===== src/rtl/rr_arbiter_4.sv =====
// rr_arbiter_4: four-requester round-robin arbiter with a bounded hold time.
//
// A granted requester keeps the resource until it drops its request or until it
// has held it for MAX_HOLD consecutive cycles. Priority then rotates to the
// requester after the last owner. All outputs are registered, so there is no
// combinational path from req to gnt. A release and a new grant can happen on
// the same edge, which gives back-to-back grants with no idle cycle.
//
// Ports:
//   clk        in   1  rising-edge clock
//   rst        in   1  synchronous, active-high reset
//   en         in   1  arbitration enable; low blocks new grants
//   req        in   4  request vector, bit i = requester i
//   gnt        out  4  one-hot grant, zero when idle
//   gnt_idx    out  2  binary index of the owner, zero when idle
//   gnt_valid  out  1  high while a grant is active (equals |gnt)

module rr_arbiter_4 #(
  parameter int unsigned MAX_HOLD = 8,
  localparam int unsigned CNT_W = (MAX_HOLD > 1) ? $clog2(MAX_HOLD) : 1
) (
  input  logic       clk,
  input  logic       rst,
  input  logic       en,
  input  logic [3:0] req,
  output logic [3:0] gnt,
  output logic [1:0] gnt_idx,
  output logic       gnt_valid
);

  typedef enum logic [0:0] {StIdle, StBusy} state_e;

  state_e           r_state;
  logic [1:0]       r_ptr;
  logic [CNT_W-1:0] r_hold_cnt;
  logic [3:0]       r_gnt;
  logic [1:0]       r_gnt_idx;
  logic             r_gnt_valid;

  state_e           w_state_d;
  logic [1:0]       w_ptr_d;
  logic [CNT_W-1:0] w_hold_cnt_d;
  logic [3:0]       w_gnt_d;
  logic [1:0]       w_gnt_idx_d;
  logic             w_gnt_valid_d;

  logic [1:0]       w_start;
  logic [2:0]       w_pick;      // {found, index}
  logic             w_hold_last;
  logic             w_release;

  // Scan r starting at 'start' and wrapping mod 4; the first set bit wins.
  // Iterating from the farthest offset down lets the nearest hit overwrite.
  function automatic logic [2:0] pick(input logic [3:0] r, input logic [1:0] start);
    logic [2:0] res;
    logic [1:0] idx;
    res = '0;
    for (int i = 3; i >= 0; i--) begin
      idx = start + 2'(i);
      if (r[idx]) res = {1'b1, idx};
    end
    return res;
  endfunction

  // While busy, re-arbitration starts just past the owner, so an owner whose
  // hold expired but still requests is considered last. When the owner has
  // dropped its request its bit is already zero, so no explicit mask is needed.
  assign w_start     = (r_state == StBusy) ? (r_gnt_idx + 2'd1) : r_ptr;
  assign w_pick      = pick(req, w_start);
  assign w_hold_last = (r_hold_cnt == CNT_W'(MAX_HOLD - 1));
  assign w_release   = !req[r_gnt_idx] || w_hold_last;

  always_comb begin
    w_state_d     = r_state;
    w_ptr_d       = r_ptr;
    w_hold_cnt_d  = r_hold_cnt;
    w_gnt_d       = r_gnt;
    w_gnt_idx_d   = r_gnt_idx;
    w_gnt_valid_d = r_gnt_valid;

    unique case (r_state)
      StIdle: begin
        if (en && w_pick[2]) begin
          w_state_d     = StBusy;
          w_gnt_d       = 4'b0001 << w_pick[1:0];
          w_gnt_idx_d   = w_pick[1:0];
          w_gnt_valid_d = 1'b1;
          w_hold_cnt_d  = '0;
        end
      end
      StBusy: begin
        if (!w_release) begin
          w_hold_cnt_d = r_hold_cnt + CNT_W'(1);
        end else begin
          w_ptr_d      = r_gnt_idx + 2'd1;
          w_hold_cnt_d = '0;
          if (en && w_pick[2]) begin
            w_gnt_d       = 4'b0001 << w_pick[1:0];
            w_gnt_idx_d   = w_pick[1:0];
            w_gnt_valid_d = 1'b1;
          end else begin
            w_state_d     = StIdle;
            w_gnt_d       = '0;
            w_gnt_idx_d   = '0;
            w_gnt_valid_d = 1'b0;
          end
        end
      end
      default: begin
        w_state_d     = StIdle;
        w_gnt_d       = '0;
        w_gnt_idx_d   = '0;
        w_gnt_valid_d = 1'b0;
        w_hold_cnt_d  = '0;
      end
    endcase
  end

  always_ff @(posedge clk) begin
    if (rst) begin
      r_state     <= StIdle;
      r_ptr       <= '0;
      r_hold_cnt  <= '0;
      r_gnt       <= '0;
      r_gnt_idx   <= '0;
      r_gnt_valid <= 1'b0;
    end else begin
      r_state     <= w_state_d;
      r_ptr       <= w_ptr_d;
      r_hold_cnt  <= w_hold_cnt_d;
      r_gnt       <= w_gnt_d;
      r_gnt_idx   <= w_gnt_idx_d;
      r_gnt_valid <= w_gnt_valid_d;
    end
  end

  assign gnt       = r_gnt;
  assign gnt_idx   = r_gnt_idx;
  assign gnt_valid = r_gnt_valid;

endmodule

===== config.mk =====
export PLATFORM = sky130hd
export DESIGN_NAME = rr_arbiter_4
export DESIGN_NICKNAME = d
export VERILOG_FILES = /design/src/rtl/rr_arbiter_4.sv
export SDC_FILE = /design/constraint.sdc
export NUM_CORES = 1
export LEC_CHECK = 0
export CAP_MARGIN = 40
export CORE_MARGIN = 3
export CORE_UTILIZATION = 53
export DETAILED_ROUTE_END_ITERATION = 12
export HOLD_SLACK_MARGIN = 0.03
export PLACE_DENSITY = 0.86
export SKIP_CTS_REPAIR_TIMING = 1
export SLEW_MARGIN = 0
export SYNTH_ARGS = -nofsm -noshare
export SYNTH_HDL_FRONTEND = slang
export SYNTH_SLANG_ARGS = --single-unit

===== constraint.sdc =====
create_clock -name clk -period 2.9 [get_ports clk]
set_input_delay 0.435 -clock clk [delete_from_list [all_inputs] [get_ports clk]]
set_output_delay 0.435 -clock clk [all_outputs]
set_load 0.01 [all_outputs]

# After elaboration in Yosys (flattened, before gate mapping)
# Cells that the tools add are included.
[op_classes] n_addsub=5 order_cmp=5 n_eq_ne=3 shift=1 mux=32 bitwise=1 reduce_logical=5
[ops] cell="two-way mux 3 bit" n=6
[ops] cell="< comparator 2 x 3 -> 1 bit (second input constant)" n=5
[ops] cell="two-way mux 4 bit" n=3
[ops] cell="binary-select mux 1 bit (select 2 bit)" n=5
[ops] cell="two-way mux 1 bit" n=9
[ops] cell="two-way mux 2 bit" n=4
[ops] cell="case mux 4 bit (2 select lines)" n=1
[ops] cell="case mux 3 bit (2 select lines)" n=1
[ops] cell="adder 2 x 1 -> 2 bit (second input constant)" n=2
[ops] cell="adder 2 bit (second input constant)" n=2
[ops] cell="case mux 1 bit (2 select lines)" n=2
[ops] cell="case mux 2 bit (2 select lines)" n=1
[ops] cell="AND reduction 2 bit" n=2
[ops] cell="<< shifter 1 x 2 -> 4 bit (first input constant)" n=1
[ops] cell="adder 3 x 1 -> 3 bit (second input constant)" n=1
[ops] cell="equality test 3 bit (second input constant)" n=1
[ops] cell="inequality test 2 x 1 -> 1 bit (second input constant)" n=1
[ops] cell="inequality test 2 bit (second input constant)" n=1
[ops] cell="logical AND 1 bit" n=1
[ops] cell="zero test 1 bit" n=1
[ops] cell="logical OR 1 bit" n=1
[ops] cell="NOT 1 bit" n=1
[word_totals] ff_bits=13 input_bits=7

# Longest topological paths before layout
# Gate-level depths: netlist of run 1.
[depth] word_depth=13 depth_mapped=8 depth_no_buf=7

# Least setup slack after synthesis of run 1
# Ideal clock, no wire load.
[synth_timing] kind="reg2reg" start="register r_gnt_idx[0] (netlist: gnt_idx[0])" end="register r_gnt_idx[0] (netlist: gnt_idx[0])" setup_ns=0.117 arrival_ns=1.719 required_ns=2.783 path_slack_ns=1.065 path_stages_with_launch=8 n_path_buf=2 period_less_slack_ns=1.835 cell_sequence="dfxtp_1 buf_6 mux4_2 and3_1 buf_6 nor2_1 nor2_1 a22o_1"
[synth_via] elab_chain_len=13 elab_cells_between_ends=29 classes_between="add/sub (4); eq/ne (2); mux (19); reduce/logical (4)"
[synth_rtl] item="start: declaration" line_no="37" rtl="logic [1:0] r_gnt_idx;"
[synth_rtl] item="start signal: assignment" line_no="132" rtl="r_gnt_idx <= w_gnt_idx_d;"
[synth_rtl] item="adder 2 x 1 -> 2 bit" line_no="68" rtl="assign w_start = (r_state == StBusy) ? (r_gnt_idx + 2'd1) : r_ptr;"
[synth_rtl] item="two-way mux 2 bit" line_no="68"
[synth_rtl] item="adder 2 bit" line_no="59" rtl="idx = start + 2'(i);"
[synth_rtl] item="binary-select mux 1 bit (select 2 bit)" line_no="60" rtl="if (r[idx]) res = {1'b1, idx};"
[synth_rtl] item="two-way mux 1 bit (implied by the code)" line_no="60"
[synth_rtl] item="two-way mux 3 bit (4 in a row)" line_no="60"
[synth_rtl] item="logical AND 1 bit" line_no="83, 97"
[synth_rtl] item="two-way mux 2 bit" line_no="97" rtl="if (en && w_pick[2]) begin"
[synth_rtl] item="two-way mux 2 bit" line_no="92" rtl="if (!w_release) begin"
[synth_rtl] item="case mux 2 bit (2 select lines)" line_no="81" rtl="unique case (r_state)"
# Parallel ways exist; a longest one is shown, timed or not. The select of a mux whose other input is x is not followed.
# A chain may end at the register's enable or synchronous reset.

# Worst setup path after layout of run 1
[layout_timing] start="input port req[3]" end="register r_ptr[1]"
[layout_via] elab_chain_len=5
[layout_rtl] item="start: declaration" line_no="25" rtl="input logic [3:0] req,"
[layout_rtl] item="binary-select mux 1 bit (select 2 bit)" line_no="71" rtl="assign w_release = !req[r_gnt_idx] || w_hold_last;"
[layout_rtl] item="two-way mux 1 bit (implied by the code)" line_no="71"
[layout_rtl] item="zero test 1 bit" line_no="71"
[layout_rtl] item="logical OR 1 bit" line_no="71"
[layout_rtl] item="AND reduction 2 bit (no line)"
[layout_rtl] item="end signal: assignment" line_no="129" rtl="r_ptr <= w_ptr_d;"
[layout_rtl] item="end: declaration" line_no="34" rtl="logic [1:0] r_ptr;"
# Every way passes these cells. The select of a mux whose other input is x is not followed.

==> key figures, run 1 <==
Synthesis
  – Async S/R FF share, synth: 0%
  – EDFF count, synth: 0
  – Post-synthesis sequential area ratio: between 30% and 40%
  – Mapped Area: around 730 um^2
  – Syn. warnings: 0
  – Syn Area/Cell: approximately 9 um^2
  – Yosys reg bits: 13
  – Dominant register cell in the synthesized netlist: dfxtp_1
  – Mapped Cells: 80
  – Yosys cell types: 34
  – Syn nets: 89

Timing
  – Relative slew margins: between 60% and 70%
  – Skew final: between 4 and 5 ps
  – RSZ-0062 raised after global routing: no
  – Least-Margin Pin Slew: between 500 and 600 ps
  – Final worst path period share: 73.6%
  – Final setup fails: 0
  – Post-layout minimum cycle time: 2130 ps
  – Slew Limit Fails: 0
  – Final hold violation count: 0
  – Fmax: about 0.47 GHz
  – Sum Neg Setup Slack: 0 ps

Power
  – Tot Pwr: ~400 uW
  – Max IR drop VDD: about 0.40 mV
  – Static leakage: 0.000333 uW
  – Pwr Density: ~470 nW/um^2

CTS
  – Clock sink count: 13
  – CTS tree: yes
  – TritonCTS buffer count: 3
  – Worst-skew pair later-pin latency: ~270 ps
  – CTS max path bufs: 2
  – H-tree lvl count: 1
  – Clk slew on worst S/H paths: ~70 ps
  – CTS Root Cell: clkbuf_4

Die
  – Die height: 43.0 um
  – Die footprint: around 1900 um^2
  – Core region area: between 1000 and 1500 um^2
  – Die width: approximately 43 um
  – Top Ports: 14
  – Std cell rows: 12
  – Starting density of the core: 60.5%

Routing
  – Detailed-route DRC error count: 0
  – First-pass iteration count of the detailed router: 4
  – Iteration-0 DRC Markers: 16
  – Post-route ant nets: 0
  – DR vias: about 670
  – Vias per inst: slightly above 6
  – Drt wl/cell: 15.0 um
  – Routed WL: 1620 um

Setup path
  – Worst R2R Start: gnt_idx[0]$_SDFFE_PP0P_
  – Nature of the critical path endpoint: flop
  – Worst Setup Start Kind: input pin
  – Crit path arrival time: 2310 ps
  – Crit path from: req[3]
  – Critical-path maximum fanout: 7
  – Critical Path RT: roughly 3100 ps
  – Critical path class: in -> reg

Finish
  – Register area: ~260 um^2
  – Area of the multi-input gates: 412 um^2
  – Area growth, synth to finish: 20.5%
  – Share of cells above drive strength 1: under 10%
  – # diodes: 0
  – Nets: approximately 100
  – Fill cell count: slightly below 100

Min path
  – Hold path start: gnt[3]$_SDFFE_PP0P_
  – Worst hold path class: reg -> reg

Global route
  – Met2 Resource Use GR: between 30% and 40%
  – Global routing's busiest layer: met2
  – Initial antenna violation count: 0
  – GRT met3 Usage: between 4 and 5%
  – GRT Util Overall: 20.0%
  – First-pass GRT wire length: 2770 um
  – Total congestion overflow: 0
  – Number of global-route vias before repair: roughly 650
  – Met1 Use GR: 23.9%
  – Largest net degree at the start of global routing: 15

Placement
  – Port Buffers: 13
  – Post-DP HPWL: 1200 um
  – Placer Congestion: around 0.79

Run status
  – Status: finished clean

Job
  – Max-cap viol count: 0
[worst max-delay path, stage by stage]
cell	delay, ps
clkdlybuf4s50_1	530
mux4_2	530
a21boi_0	490
nor2_1	90
a211oi_1	240
[path summary, 6_finish.rpt]
check	cells past startpoint	to	slack, ps
max reg2reg	4	r_ptr[1]$_SDFFE_PP0P_	880
min reg2reg	1	gnt[3]$_SDFFE_PP0P_	480
max	5	r_ptr[1]$_SDFFE_PP0P_	770
min	1	gnt[3]$_SDFFE_PP0P_	480
[logic make-up (layout without fill, tap and decap cells)]
logic type	after synthesis	in the layout	synth area share (%)
buf+inv	10	24	7.57
fa+ha+maj	2	2	3.44
simple gates	30	30	22.9
mux	3	3	5.85
flops	13	13	35.8
compound gates	21	21	23.2
xor+xnor	1	1	1.21
[metrics by stage]
step | util, % | std cells | hold slack, ps | setup WS, ps | area, um^2
2_1_floorplan | - | 80 | 470 | 1060 | 727
3_3_place_gp | 70.7 | 104 | 460 | 532 | 850
3_5_place_dp | 70.7 | 104 | 463 | 489 | 850
4_1_cts | 72.9 | 108 | 489 | 775 | 876
5_1_grt | 72.9 | 108 | 506 | 674 | 876
6_report | 72.9 | 108 | 482 | 765 | 876
[layer usage]
metal  wire (um)  vias to the layer above
li1            -                      329
met1         719                      309
met2         796                       25
met3          79                        4
met4          26                        0
met5           0                        -
[layout by cell type, fill, tap and decap left out, drive strengths merged, types with 2 or more instances in the layout]
master / synthesis / final
clkdlybuf4s50: 0 / 13
a22oi: 2 / 2
inv: 6 / 6
nor3: 2 / 2
ha: 2 / 2
dfxtp: 13 / 13
o21ai: 3 / 3
a32o: 4 / 4
nand2: 3 / 3
a22o: 2 / 2
a21oi: 2 / 2
nor2: 12 / 12
nor4: 2 / 2
and3: 2 / 2
clkbuf: 0 / 4
mux2i: 2 / 2
nor2b: 3 / 3
[cell type report]
cell class | count | area share [%]
clock buffer | 4 | 3.00
tap | 14 | 2.00
inverter | 6 | 2.57
multi-input combinational | 57 | 47.0
sequential | 13 | 29.7
timing repair buffer | 14 | 15.7
[Yosys cell counts, types with 2 or more instances]
cell / count / area share, %
buf_6: 2 / 3.1
a22o_1: 2 / 2.4
ha_1: 2 / 3.4
mux2i_1: 2 / 2.8
nor4_1: 2 / 1.7
a32o_1: 4 / 5.5
dfxtp_1: 13 / 36
and3_1: 2 / 1.7
nor2_1: 12 / 6.2
buf_2: 2 / 1.4
o21ai_0: 3 / 2.1
nand2_1: 3 / 1.5
a22oi_1: 2 / 2.1
nor2b_1: 3 / 2.6
a21oi_1: 2 / 1.4
inv_1: 6 / 3.1
[registers in the layout (all words and copies together) (netlist names)]
register / count
gnt_idx: 2
r_ptr: 2
r_hold_cnt: 3
gnt_valid: 1
r_state: 1
gnt: 4
[power breakdown]
group	total, uW	switching, uW	internal (uW)
clock	109	55.2	53.3
combinational	96.8	47.6	49.1
sequential	205	15.3	190
total	410	118	292
No activity file was read; power rests on OpenSTA's default activity.
==> run 2: changes to the inputs <==
- CORE_UTILIZATION: 53 -> 44
- PLACE_DENSITY: 0.86 -> 0.77
- clock period: 2.9 -> 1.8 ns (I/O delays scaled with it)
==> key figures, run 2 (synthesis gave the netlist of run 1 again) <==
Run status
  – Status: finished clean

Routing
  – Detailed-route DRC error count: 0
  – Post-route ant nets: 0
  – DR vias: between 700 and 800
  – Routed WL: approximately 1600 um
  – Vias per inst: between 5 and 6
  – Iteration-0 DRC Markers: 22
  – First-pass iteration count of the detailed router: 4
  – Drt wl/cell: approximately 13 um

Power
  – Clock group share of total power: 24.5%
  – Share of power burned in registers: 46.3%
  – Combinational group share of total power: between 20% and 30%
  – Pwr Density: just under 700 nW/um^2
  – Net Sw Frac: 28.2%
  – Internal cell power: slightly above 500 uW
  – Max IR drop VDD: 0.472 mV
  – Static leakage: roughly 0.00042 uW
  – Net Switching: approximately 200 uW

Global route
  – Initial antenna violation count: 0
  – First-pass GRT wire length: ~2600 um
  – GRT Util Overall: around 17%
  – Total congestion overflow: 0
  – Number of global-route vias before repair: between 600 and 700
  – Largest net degree at the start of global routing: 11

Die
  – Die footprint: between 2000 and 2500 um^2
  – Die width: 46.6 um
  – Core region area: 1520 um^2
  – Die height: between 40 and 50 um
  – Std cell rows: 14
  – Starting density of the core: approximately 48%
  – Top Ports: 14

Placement
  – Port Buffers: 13
  – Inst Count DP: between 100 and 150
  – Placer Congestion: 0.947
  – Post-DP HPWL: 1230 um
  – Worst slack, placed: -255 ps

Setup path
  – Max stage delay cell, worst path: clkdlybuf4s50_1
  – Top delay family on crit path: compound AO/OA/AOI/OAI gates
  – Critical Path RT: ~2000 ps
  – Buf/Inv on CP: 2
  – Nature of the critical path endpoint: flop
  – Critical-path maximum fanout: 6
  – Crit-path cells: clkdlybuf4s50_1, buf_4, nor2b_1, o21ai_0, o311ai_0, and3_1, a32o_1
  – Critical path class: in -> reg
  – Worst Setup Start Kind: input pin
  – Crit path arrival time: 1840 ps
  – Worst stage delay on the critical path: roughly 400 ps

CTS
  – H-tree lvl count: 1
  – CTS max path bufs: 2
  – Clk slew on worst S/H paths: 70 ps
  – Clock sink count: 13
  – Worst-skew pair later-pin latency: around 270 ps
  – TritonCTS buffer count: 3
  – CTS tree: yes
  – CTS Root Cell: clkbuf_4

Finish
  – Nets: approximately 120
  – Post-layout util: between 60 and 70%
  – Max FFs per register: 4
  – Most common cell after layout, fill and taps aside: buf_4
  – Layout Cells excl Fill: roughly 130
  – Most frequent cells in the layout: buf_4 (16), clkdlybuf4s50_1 (12), nor2_1 (10), dfxtp_1 (10), inv_1 (6)
  – # diodes: 0
  – Area growth, synth to finish: 42.2%
  – Fill cell count: about 140
  – Share of cells above drive strength 1: between 20 and 30%

Timing
  – Final hold violation count: 0
  – Least-Margin Pin Slew: 440 ps
  – Skew final: between 0.5 and 0.6 ps
  – Final worst path period share: between 90% and 100%
  – Final setup margin: about 120 ps
  – Fmax: between 0.5 and 0.6 GHz
  – Sum Neg Setup Slack: 0 ps
  – Slew Limit Fails: 0
  – Post-layout minimum cycle time: 1680 ps
  – RSZ-0062 raised after global routing: no
  – Relative slew margins: between 70% and 80%
  – Fin Hold WS: between 400 and 500 ps
  – Final setup fails: 0

Job
  – Max-cap viol count: 0

Min path
  – Worst hold path class: reg -> reg
## run 2: cell types whose count changed in the layout (fill, tap and decap cells not counted), moves of 2 or more
cell / delta
buf_4: +15
nor4_2: +2
nor4_1: -2
nor2_2: +2
dfxtp_2: +2
dfxtp_1: -3
nor2_1: -2
## run 2: worst paths after layout
path,startpoint,endpoint,slack (ps),cells past startpoint
hold reg to reg,gnt[1]$_SDFFE_PP0P_,gnt[1]$_SDFFE_PP0P_,470,1
setup reg to reg,gnt_idx[1]$_SDFFE_PP0P_,gnt[0]$_SDFFE_PP0P_,130,5
hold / removal,gnt[1]$_SDFFE_PP0P_,gnt[1]$_SDFFE_PP0P_,470,1
setup / recovery,req[3],gnt[3]$_SDFFE_PP0P_,120,7
## run 2: layer usage
layer / part of all wire, % / vias to the layer above / track usage, %
met5: 0 / - / 0
met4: 1.6 / 0 / 9.94
met3: 4.8 / 4 / 2.34
li1: - / 360 / -
met2: 44 / 23 / 22.8
met1: 50 / 315 / 25.5
## run 2: through the flow
stage | area, um^2 | total power [uW]
3_5_place_dp | 966 | 523
4_1_cts | 992 | 702
5_1_grt | 1030 | 755
2_1_floorplan | 728 | 434
6_report | 1030 | 706
3_3_place_gp | 966 | 520
## run 2: layout make-up
| cell class | instances | area (um^2) | share of cell area [%] |
|---|---|---|---|
| Multi-Input combinational cell | 57 | 445 | 43.1 |
| Sequential cell | 13 | 267 | 25.8 |
| Timing Repair Buffer | 29 | 253 | 24.5 |
| Clock buffer | 4 | 26.3 | 2.54 |
| Inverter | 6 | 22.5 | 2.18 |
| Tap cell | 16 | 20.0 | 1.94 |
## run 2: worst register-to-register path: cells and delay by family (launching register included)
kind / cells / cell delay (ps)
compound gates: 1 / 230
xor+xnor: 1 / 200
flops: 1 / 350
simple gates: 3 / 790
## run 2: power groups by stage
stage	combinational, uW	clock, uW	sequential, uW
after floorplan	103	0	331
after CTS	192	184	325
after global placement	188	0	332
after detailed placement	190	0	332
final	206	173	327
after global routing	225	199	330
